`config.mk`:
```
export PLATFORM = sky130hd
export DESIGN_NAME = imem_loader
export DESIGN_NICKNAME = d
export VERILOG_FILES = /design/src/rtl/imem_loader_pkg.sv /design/src/rtl/imem_ram.sv /design/src/rtl/imem_loader.sv
export SDC_FILE = /design/constraint.sdc
export NUM_CORES = 2
export LEC_CHECK = 0
export ABC_AREA = 0
export CAP_MARGIN = 40
export CORE_AREA = 2 2 739 741
export CTS_CLUSTER_SIZE = 20
export DETAILED_ROUTE_END_ITERATION = 12
export DIE_AREA = 0 0 741 743
export PLACE_DENSITY = 0.53
export SLEW_MARGIN = 20
export SYNTH_ARGS = -nofsm -noshare
export SYNTH_HDL_FRONTEND = slang
export SYNTH_SLANG_ARGS = --single-unit
```
`constraint.sdc`:
```
create_clock -name clk -period 4.1 [get_ports clk]
set_input_delay 1.025 -clock clk [delete_from_list [all_inputs] [get_ports clk]]
set_output_delay 1.025 -clock clk [all_outputs]
set_load 0.1 [all_outputs]
```
`src/rtl/imem_loader_pkg.sv`:
```
// Shared types and constants for the boot-time instruction loader.
// Holds the loader FSM encoding and the default geometry of the instruction store.
// Imported by the loader top level and its RAM.
package imem_loader_pkg;

    localparam int DEFAULT_ADDR_W = 7;
    localparam int DEFAULT_WORD_W = 32;
    localparam int BYTES_PER_WORD = 4;

    typedef enum logic [2:0] {
        S_HDR   = 3'd0,
        S_DATA  = 3'd1,
        S_WRITE = 3'd2,
        S_CSUM  = 3'd3,
        S_DONE  = 3'd4,
        S_ERROR = 3'd5
    } loader_state_t;

endpackage

```
`src/rtl/imem_ram.sv`:
```
// Instruction store: DEPTH x WORD_W array, one synchronous write port, one async read port.
// Latency: write lands on the clock edge with we high; read is combinational.
// Backpressure: none; the array accepts a write every cycle and is never reset.
module imem_ram #(
    parameter int ADDR_W = 7,
    parameter int WORD_W = 32
) (
    input  logic              clk,
    input  logic              we,
    input  logic [ADDR_W-1:0] waddr,
    input  logic [WORD_W-1:0] wdata,
    input  logic [ADDR_W-1:0] raddr,
    output logic [WORD_W-1:0] rdata
);

    localparam int DEPTH = 2 ** ADDR_W;

    logic [WORD_W-1:0] r_mem [DEPTH];

    // Write port: contents are deliberately left uninitialised; readers mask stale words.
    always_ff @(posedge clk) begin
        if (we) begin
            r_mem[waddr] <= wdata;
        end
    end

    assign rdata = r_mem[raddr];

endmodule

```
`src/rtl/imem_loader.sv`:
```
// Boot loader: assembles a framed big-endian byte stream into the instruction RAM, verifies XOR checksum.
// Latency: one WRITE cycle after every 4th data byte (4 bytes / 5 cycles); status valid the cycle after checksum.
// Backpressure: byte_ready low in WRITE, DONE and ERROR; fetch output is combinational and NOP-masked until DONE.
module imem_loader
    import imem_loader_pkg::*;
#(
    parameter int ADDR_W = DEFAULT_ADDR_W,
    parameter int WORD_W = DEFAULT_WORD_W
) (
    input  logic              clk,
    input  logic              rst,
    input  logic              byte_valid,
    input  logic [7:0]        byte_data,
    output logic              byte_ready,
    input  logic [ADDR_W-1:0] address,
    output logic [WORD_W-1:0] instruction,
    output logic              cpu_rst,
    output logic              load_done,
    output logic              load_error
);

    // Counters carry one extra bit so a full 2**ADDR_W-word image is representable.
    localparam int CNT_W = ADDR_W + 1;

    loader_state_t     r_state;
    loader_state_t     w_state_nxt;
    logic [CNT_W-1:0]  r_n;
    logic [CNT_W-1:0]  r_ptr;
    logic [1:0]        r_idx;
    logic [7:0]        r_xor;
    logic [WORD_W-1:0] r_asm;

    logic              w_xfer;
    logic              w_we;
    logic [CNT_W-1:0]  w_ptr_inc;
    logic [CNT_W-1:0]  w_hdr_n;
    logic [WORD_W-1:0] w_rdata;

    assign w_xfer    = byte_valid && byte_ready;
    assign w_ptr_inc = r_ptr + CNT_W'(1);
    // Header byte encodes N-1; only the low ADDR_W bits are meaningful.
    assign w_hdr_n   = CNT_W'(byte_data[ADDR_W-1:0]) + CNT_W'(1);

    // State register.
    always_ff @(posedge clk) begin
        if (rst) begin
            r_state <= S_HDR;
        end else begin
            r_state <= w_state_nxt;
        end
    end

    // Next-state and state-decoded outputs; decisions use byte_valid since ready is implied by the state.
    always_comb begin
        w_state_nxt = r_state;
        byte_ready  = 1'b0;
        cpu_rst     = 1'b1;
        load_done   = 1'b0;
        load_error  = 1'b0;
        w_we        = 1'b0;
        unique case (r_state)
            S_HDR: begin
                byte_ready = 1'b1;
                if (byte_valid) begin
                    w_state_nxt = S_DATA;
                end
            end
            S_DATA: begin
                byte_ready = 1'b1;
                if (byte_valid && (r_idx == 2'd3)) begin
                    w_state_nxt = S_WRITE;
                end
            end
            S_WRITE: begin
                w_we        = 1'b1;
                w_state_nxt = (w_ptr_inc == r_n) ? S_CSUM : S_DATA;
            end
            S_CSUM: begin
                byte_ready = 1'b1;
                if (byte_valid) begin
                    w_state_nxt = (byte_data == r_xor) ? S_DONE : S_ERROR;
                end
            end
            S_DONE: begin
                cpu_rst   = 1'b0;
                load_done = 1'b1;
            end
            S_ERROR: begin
                load_error = 1'b1;
            end
            default: begin
                w_state_nxt = S_HDR;
            end
        endcase
    end

    // Datapath: word count, byte index, word pointer, running XOR and big-endian assembly register.
    always_ff @(posedge clk) begin
        if (rst) begin
            r_n   <= '0;
            r_ptr <= '0;
            r_idx <= '0;
            r_xor <= '0;
            r_asm <= '0;
        end else begin
            unique case (r_state)
                S_HDR: begin
                    if (w_xfer) begin
                        r_n   <= w_hdr_n;
                        r_idx <= '0;
                        r_ptr <= '0;
                        r_xor <= '0;
                    end
                end
                S_DATA: begin
                    if (w_xfer) begin
                        r_asm <= {r_asm[WORD_W-9:0], byte_data};
                        r_xor <= r_xor ^ byte_data;
                        r_idx <= r_idx + 2'd1;
                    end
                end
                S_WRITE: begin
                    r_ptr <= w_ptr_inc;
                end
                default: begin
                end
            endcase
        end
    end

    imem_ram #(
        .ADDR_W (ADDR_W),
        .WORD_W (WORD_W)
    ) u_ram (
        .clk   (clk),
        .we    (w_we),
        .waddr (r_ptr[ADDR_W-1:0]),
        .wdata (r_asm),
        .raddr (address),
        .rdata (w_rdata)
    );

    // Fetch returns a NOP unless the image is verified and the address lies inside it.
    assign instruction = ((r_state == S_DONE) && ({1'b0, address} < r_n)) ? w_rdata : '0;

endmodule

```
# [Yosys cells after proc, flatten, opt, wreduce, memory -nomap -nowiden]
# Memories as Yosys holds them, arrays and structs flattened.
# Cells that the tools add are included.
[totals] ff_bits=61 word_cells=60 ram_bits=4096 in_bits=18 output_inout_bits=36 n_memories=1
[memory_table] name="u_ram.r_mem" depth=128 width=32 read_ports=1 rd_ports_with_merged_regs=0 wr=1 line_no="imem_ram.sv:18" source="logic [WORD_W-1:0] r_mem [DEPTH];"
[op_classes] bitwise_logic=2 n_reduce_logical=13 eq_ne=13 n_mux=21 order_cmp=1 n_addsub=3
[op_table] operator="$mux 32" n=1
[op_table] operator="$pmux 8 s2" n=2
[op_table] operator="$eq 8x8->1" n=2
[op_table] operator="$mux 8" n=2
[op_table] operator="$pmux 3 s5" n=1
[op_table] operator="$ne 2x2->1 const B" n=5
[op_table] operator="$mux 3" n=3
[op_table] operator="$add 7x1->8 const B" n=1
[op_table] operator="$add 8x1->8 const B" n=1
[op_table] operator="$lt 7x8->1" n=1
[op_table] operator="$mux 1" n=8
[op_table] operator="$xor 8x8->8" n=1
[op_table] operator="$eq 3x2->1 const B" n=2
[op_table] operator="$eq 3x3->1 const B" n=2
[op_table] operator="$mux 2" n=3
[op_table] operator="$reduce_and 2->1" n=3
[op_table] operator="$pmux 2 s2" n=1
[op_table] operator="$reduce_and 4->1" n=1
[op_table] operator="$reduce_bool 2->1" n=2
[op_table] operator="$eq 3x1->1 const B" n=1
[op_table] operator="$logic_and 1x1->1" n=3
[op_table] operator="$logic_not 3->1" n=1
[op_table] operator="$reduce_and 3->1" n=1
[op_table] operator="$reduce_or 3->1" n=1
[op_table] operator="4 further kinds" n=4

# [Depth between registers and ports, before layout]
[depth] depth_word=6 ltp_mapped=12 ltp_nobuf=9

# [By module]
# From an unflattened synthesis, not the netlist that was laid out.
[hier_totals] hier_cells=6402 hier_area_um2=158877.4
[modules_own_cells] module="imem_ram" cells_each=5958 instances=1 area_per_inst_um2=155635.5
[modules_own_cells] module="imem_loader" cells_each=444 instances=1 area_per_inst_um2=3241.9

# [Least setup slack after synthesis]
# OpenSTA, ideal clock, no wires.
[synth_timing] path_kind="reg2out" start="register r_state[0]" end="output instruction[30]" stages_incl_launch_ff=8 arrival_time_ns=5.195 slack_ns=-2.120 n_path_buf=1 cell_sequence="dfxtp_1 buf_2 inv_1 nand3_1 inv_1 nand2_1 a21o_2 o32ai_1"
[synth_via] elab_chain_len=3
[synth_rtl] element="start: declaration" line_no="imem_loader.sv:25" source="loader_state_t r_state;"
[synth_rtl] element="start signal: assignment" line_no="imem_loader.sv:49" source="r_state <= w_state_nxt;"
[synth_rtl] element="$eq 3x3->1" line_no="imem_loader.sv:144" source="assign instruction = ((r_state == S_DONE) && ({1'b0, address} < r_n)) ? w_rdata : '0;"
[synth_rtl] element="$logic_and 1x1->1" line_no="imem_loader.sv:144"
[synth_rtl] element="$mux 32" line_no="imem_loader.sv:144"
[synth_rtl] element="end: declaration" line_no="imem_loader.sv:16" source="output logic [WORD_W-1:0] instruction,"
# Every way passes these cells.

# [Final worst setup path]
[layout_timing] start="input address[2]" end="output instruction[29]"
[layout_via] elab_chain_len=3 elab_cells_between_ends=4
[layout_rtl] element="start: declaration" line_no="imem_loader.sv:15" source="input logic [ADDR_W-1:0] address,"
[layout_rtl] element="branches (longest 2 deep; another with $mem_v2 128x32)"
[layout_rtl] element="$mux 32 *" line_no="imem_loader.sv:144"
# Mark *: on every way between the ends.

==> summary.txt <==
sequential area share after synthesis: 76.60%
Syn Inst Count: 8120
Top Ports: 54
Post-Syn Area: 162200 um^2
GRT Total Usage: 18.37%
ys flop type: edfxtp_1
max incr delay on CP: 0.70 ns
Die ar.: 550600 um^2
crit path kind: in -> out
async set-reset flop share out of synthesis: 0%
met3 Usage GRT: 3.182%
routability cong.: 0.8371
Leak: 65.20 nW
final instance area: 198500 um^2
Setup Viol. Count Final: 32
CP max FO: 9
M1 GR Usage: 24.29%
Slew headroom: 36.22%
hold_buf cts: 0
Initial Util: 29.87%
first-pass GRT wire length: 714100 um
synthesis-stage register bit count: 4157
clock power share: 43.3%
sequential power share: 51.4%
status: complete, but fails checks
initial antenna violation count: 42
wire length per cell: 30.80 um
Netlist cell types: 72
final hold vios: 0
vias in the first global route: 88990
H-tree depth: 5
core area: 542900 um^2
Fillers: 49410
Final period util: 131.8%
Clk pin slew, worst setup/hold paths: 0.07 ns
CP max-delay cell: nand4_1
EDFF count, synth: 4096
Pre-antenna DRT Iters: 5
Worst-Skew Late Latency: 1.02 ns
final non-filler cell total: 16950
largest net degree at the start of global routing: 130
top-area cell type share of the netlist area: 75.85%
Syn Area/Cell: 19.97 um^2
synth top area cells: edfxtp_1, mux4_2, mux2i_1
grt total ovfl: 0
via/cell ratio: 5.214
Post-Route Utilization: 36.57%
CTS Buf Count: 432
busiest layer in global routing: met2
Final Skew: 0.07064 ns
drt drc: 0
RSZ-0062 raised after global routing: true
port bufs: 53
floorplan row count: 271
Gate power share: 5.3%
CTS tree: yes
worst min-delay path class: in -> reg
nets: 9370
routed wire length: 522200 um
Worst setup SP type: input port
MaxCap Viol Count: 0
Fmax: 185.0 MHz
share of layout cells above drive strength 1: 28.30%
total number of vias: 88390
Final min period: 5.405 ns
Root Driver: clkbuf_16
Detailed Place HPWL: 317000 um
crit-path leading delay family: buffers and inverters
syn_nets: 8147
M2 GR Usage: 30.92%
DP Area: 182300 um^2
CP endpoint kind: output pin
Critical Path AT: 4.38 ns
Hold Slack: 0.4526 ns
Peak VDD IR: 357.2 uV
synth-to-layout area growth: 22.43%
Final Max Tran Viols: 0
Req. time, crit path: 3.07 ns
First DRT Iteration DRCs: 11190
worst path buffer plus inverter count: 8
Power Internal: 70.58 mW
Die Span X: 741 um
failing checks: setup timing
post-placement cell count: 16050
Critical Path Most Common Cell: buf_4
CP Cell Sequence: buf_8, buf_4, nor2_4, buf_6, buf_4, buf_12, a221oi_1, buf_4, nor3_1, a21oi_1, buf_4, o211ai_1, nand4_1, buf_12
Synth warnings: 0
post-route worst setup slack: -1.305 ns
Slew @ Worst Pin: 0.9566 ns
clk buf depth: 4
Num Clock Sinks: 4157
PwrDens: 453.3 nW/um^2
Yosys top cell by area: edfxtp_1
Total Power: 89.99 mW
net load switching power: 19.41 mW
Net Sw Frac: 21.57%
Final ANT Viol Nets: 0
die height: 743 um
worst register-to-register path, delay by kind of cell (launching register included):
kind	cells	cell delay, ns
buf+inv	3	0.97
flops	1	0.46
simple gates	3	1.44
per-stage QoR:
stage	TNS [ns]	worst slack, ns
4_1_cts	-36.04	-1.349
2_1_floorplan	-7.319	-0.8433
3_5_place_dp	-45.12	-1.967
3_3_place_gp	-50.44	-2.828
5_1_grt	-35.32	-1.354
6_report	-32.28	-1.305
placed cells by master, fill, tap and decap left out, types with 26 or more instances in the layout:
master	instances
o21ai_0	245
clkinv_1	109
nand3_1	128
nor2_1	78
nor3_1	52
clkbuf_1	91
nor2_4	129
a221o_1	46
o211ai_1	26
buf_16	26
mux4_1	29
a22oi_1	159
dfxtp_4	32
buf_4	883
edfxtp_1	4096
buf_6	35
bufinv_16	45
a221oi_1	411
clkinv_2	81
mux2i_1	969
mux4_2	510
nand2_1	126
a21oi_1	154
clkbuf_16	440
buf_12	316
final timing paths:
check	cells past startpoint	from	slack, ns	endpoint
hold / removal	2	rst	0.45	r_xor[1]
setup reg to reg	6	r_state[1]	0.78	u_ram.r_mem[117][14]
hold reg to reg	0	r_asm[26]	0.46	u_ram.r_mem[85][26]
setup / recovery	14	address[2]	-1.31	instruction[29]
Yosys cell counts (all sizes together), types with 6 or more instances:
library cell  instances
a211oi               25
a21boi                8
a21o                  7
a21oi               174
a221o                47
a221oi              423
a22oi               161
a31oi                 9
buf                 261
clkbuf              242
dfxtp                61
edfxtp             4096
ha                    9
inv                  12
mux2                 17
mux2i               969
mux4                539
nand2               132
nand2b               24
nand3               172
nand3b                6
nand4                23
nor2                210
nor2b                13
nor3                 61
o2111ai              10
o211ai               26
o21ai               273
o221ai                8
o22ai                 6
o31ai                18
or2                  12
xnor2                15
xor2                 10
logic make-up after synthesis:
logic type | Yosys count | synth area share (%)
AO/OA/AOI/OAI | 1222 | 5.466
XOR/XNOR | 25 | 0.1350
adder cells (fa/ha/maj) | 9 | 0.06944
buffers and inverters | 516 | 2.183
flip-flops | 4157 | 76.60
multiplexers | 1525 | 13.68
AND/OR/NAND/NOR | 666 | 1.871
flip-flops by register name, summed over array words and instances, names as in the netlist:
signal / count
r_asm: 32
r_idx: 2
r_n: 8
r_ptr: 8
r_state: 3
r_xor: 8
u_ram.r_mem: 4096
repair_timing:
| item | in CTS | in global routing |
|---|---|---|
| resized for setup | 215 | 42 |
| hold endpoints to repair | 0 | 0 |
| pin swaps | 59 | 37 |
| endpoints found under the setup margin | 32 | 32 |
| gates cloned | 6 | 2 |
| buffers inserted | 60 | 32 |
area by class of cell:
type	instances	area [um^2]	share of cell area, %
sequential	4157	124300	62.63
multi-input combinational	3447	36460	18.36
timing repair buffer	1292	14560	7.335
clock buffer	529	11300	5.692
tap	7234	9051	4.559
clock inverter	269	2730	1.375
inverter	13	67.56	0.03403
antenna	12	30.03	0.01512
routing by layer:
metal / wire length [um] / vias up
met2: 252300 / 3825
met5: 33 / -
met1: 210600 / 47350
met4: 18150 / 6
li1: - / 36520
met3: 41070 / 687
power groups by stage:
| stage | Sequential [mW] | Combinational (mW) | Clock (mW) |
|---|---|---|---|
| finish | 46.2 | 4.78 | 39.0 |
| global route | 46.2 | 4.98 | 41.2 |
| floorplan | 47.2 | 2.31 | 0 |
| detailed placement | 47.1 | 4.60 | 0 |
| CTS | 46.2 | 4.74 | 39.6 |
| global placement | 47.1 | 4.55 | 0 |
Note: power is estimated with default switching activity, not from simulation.
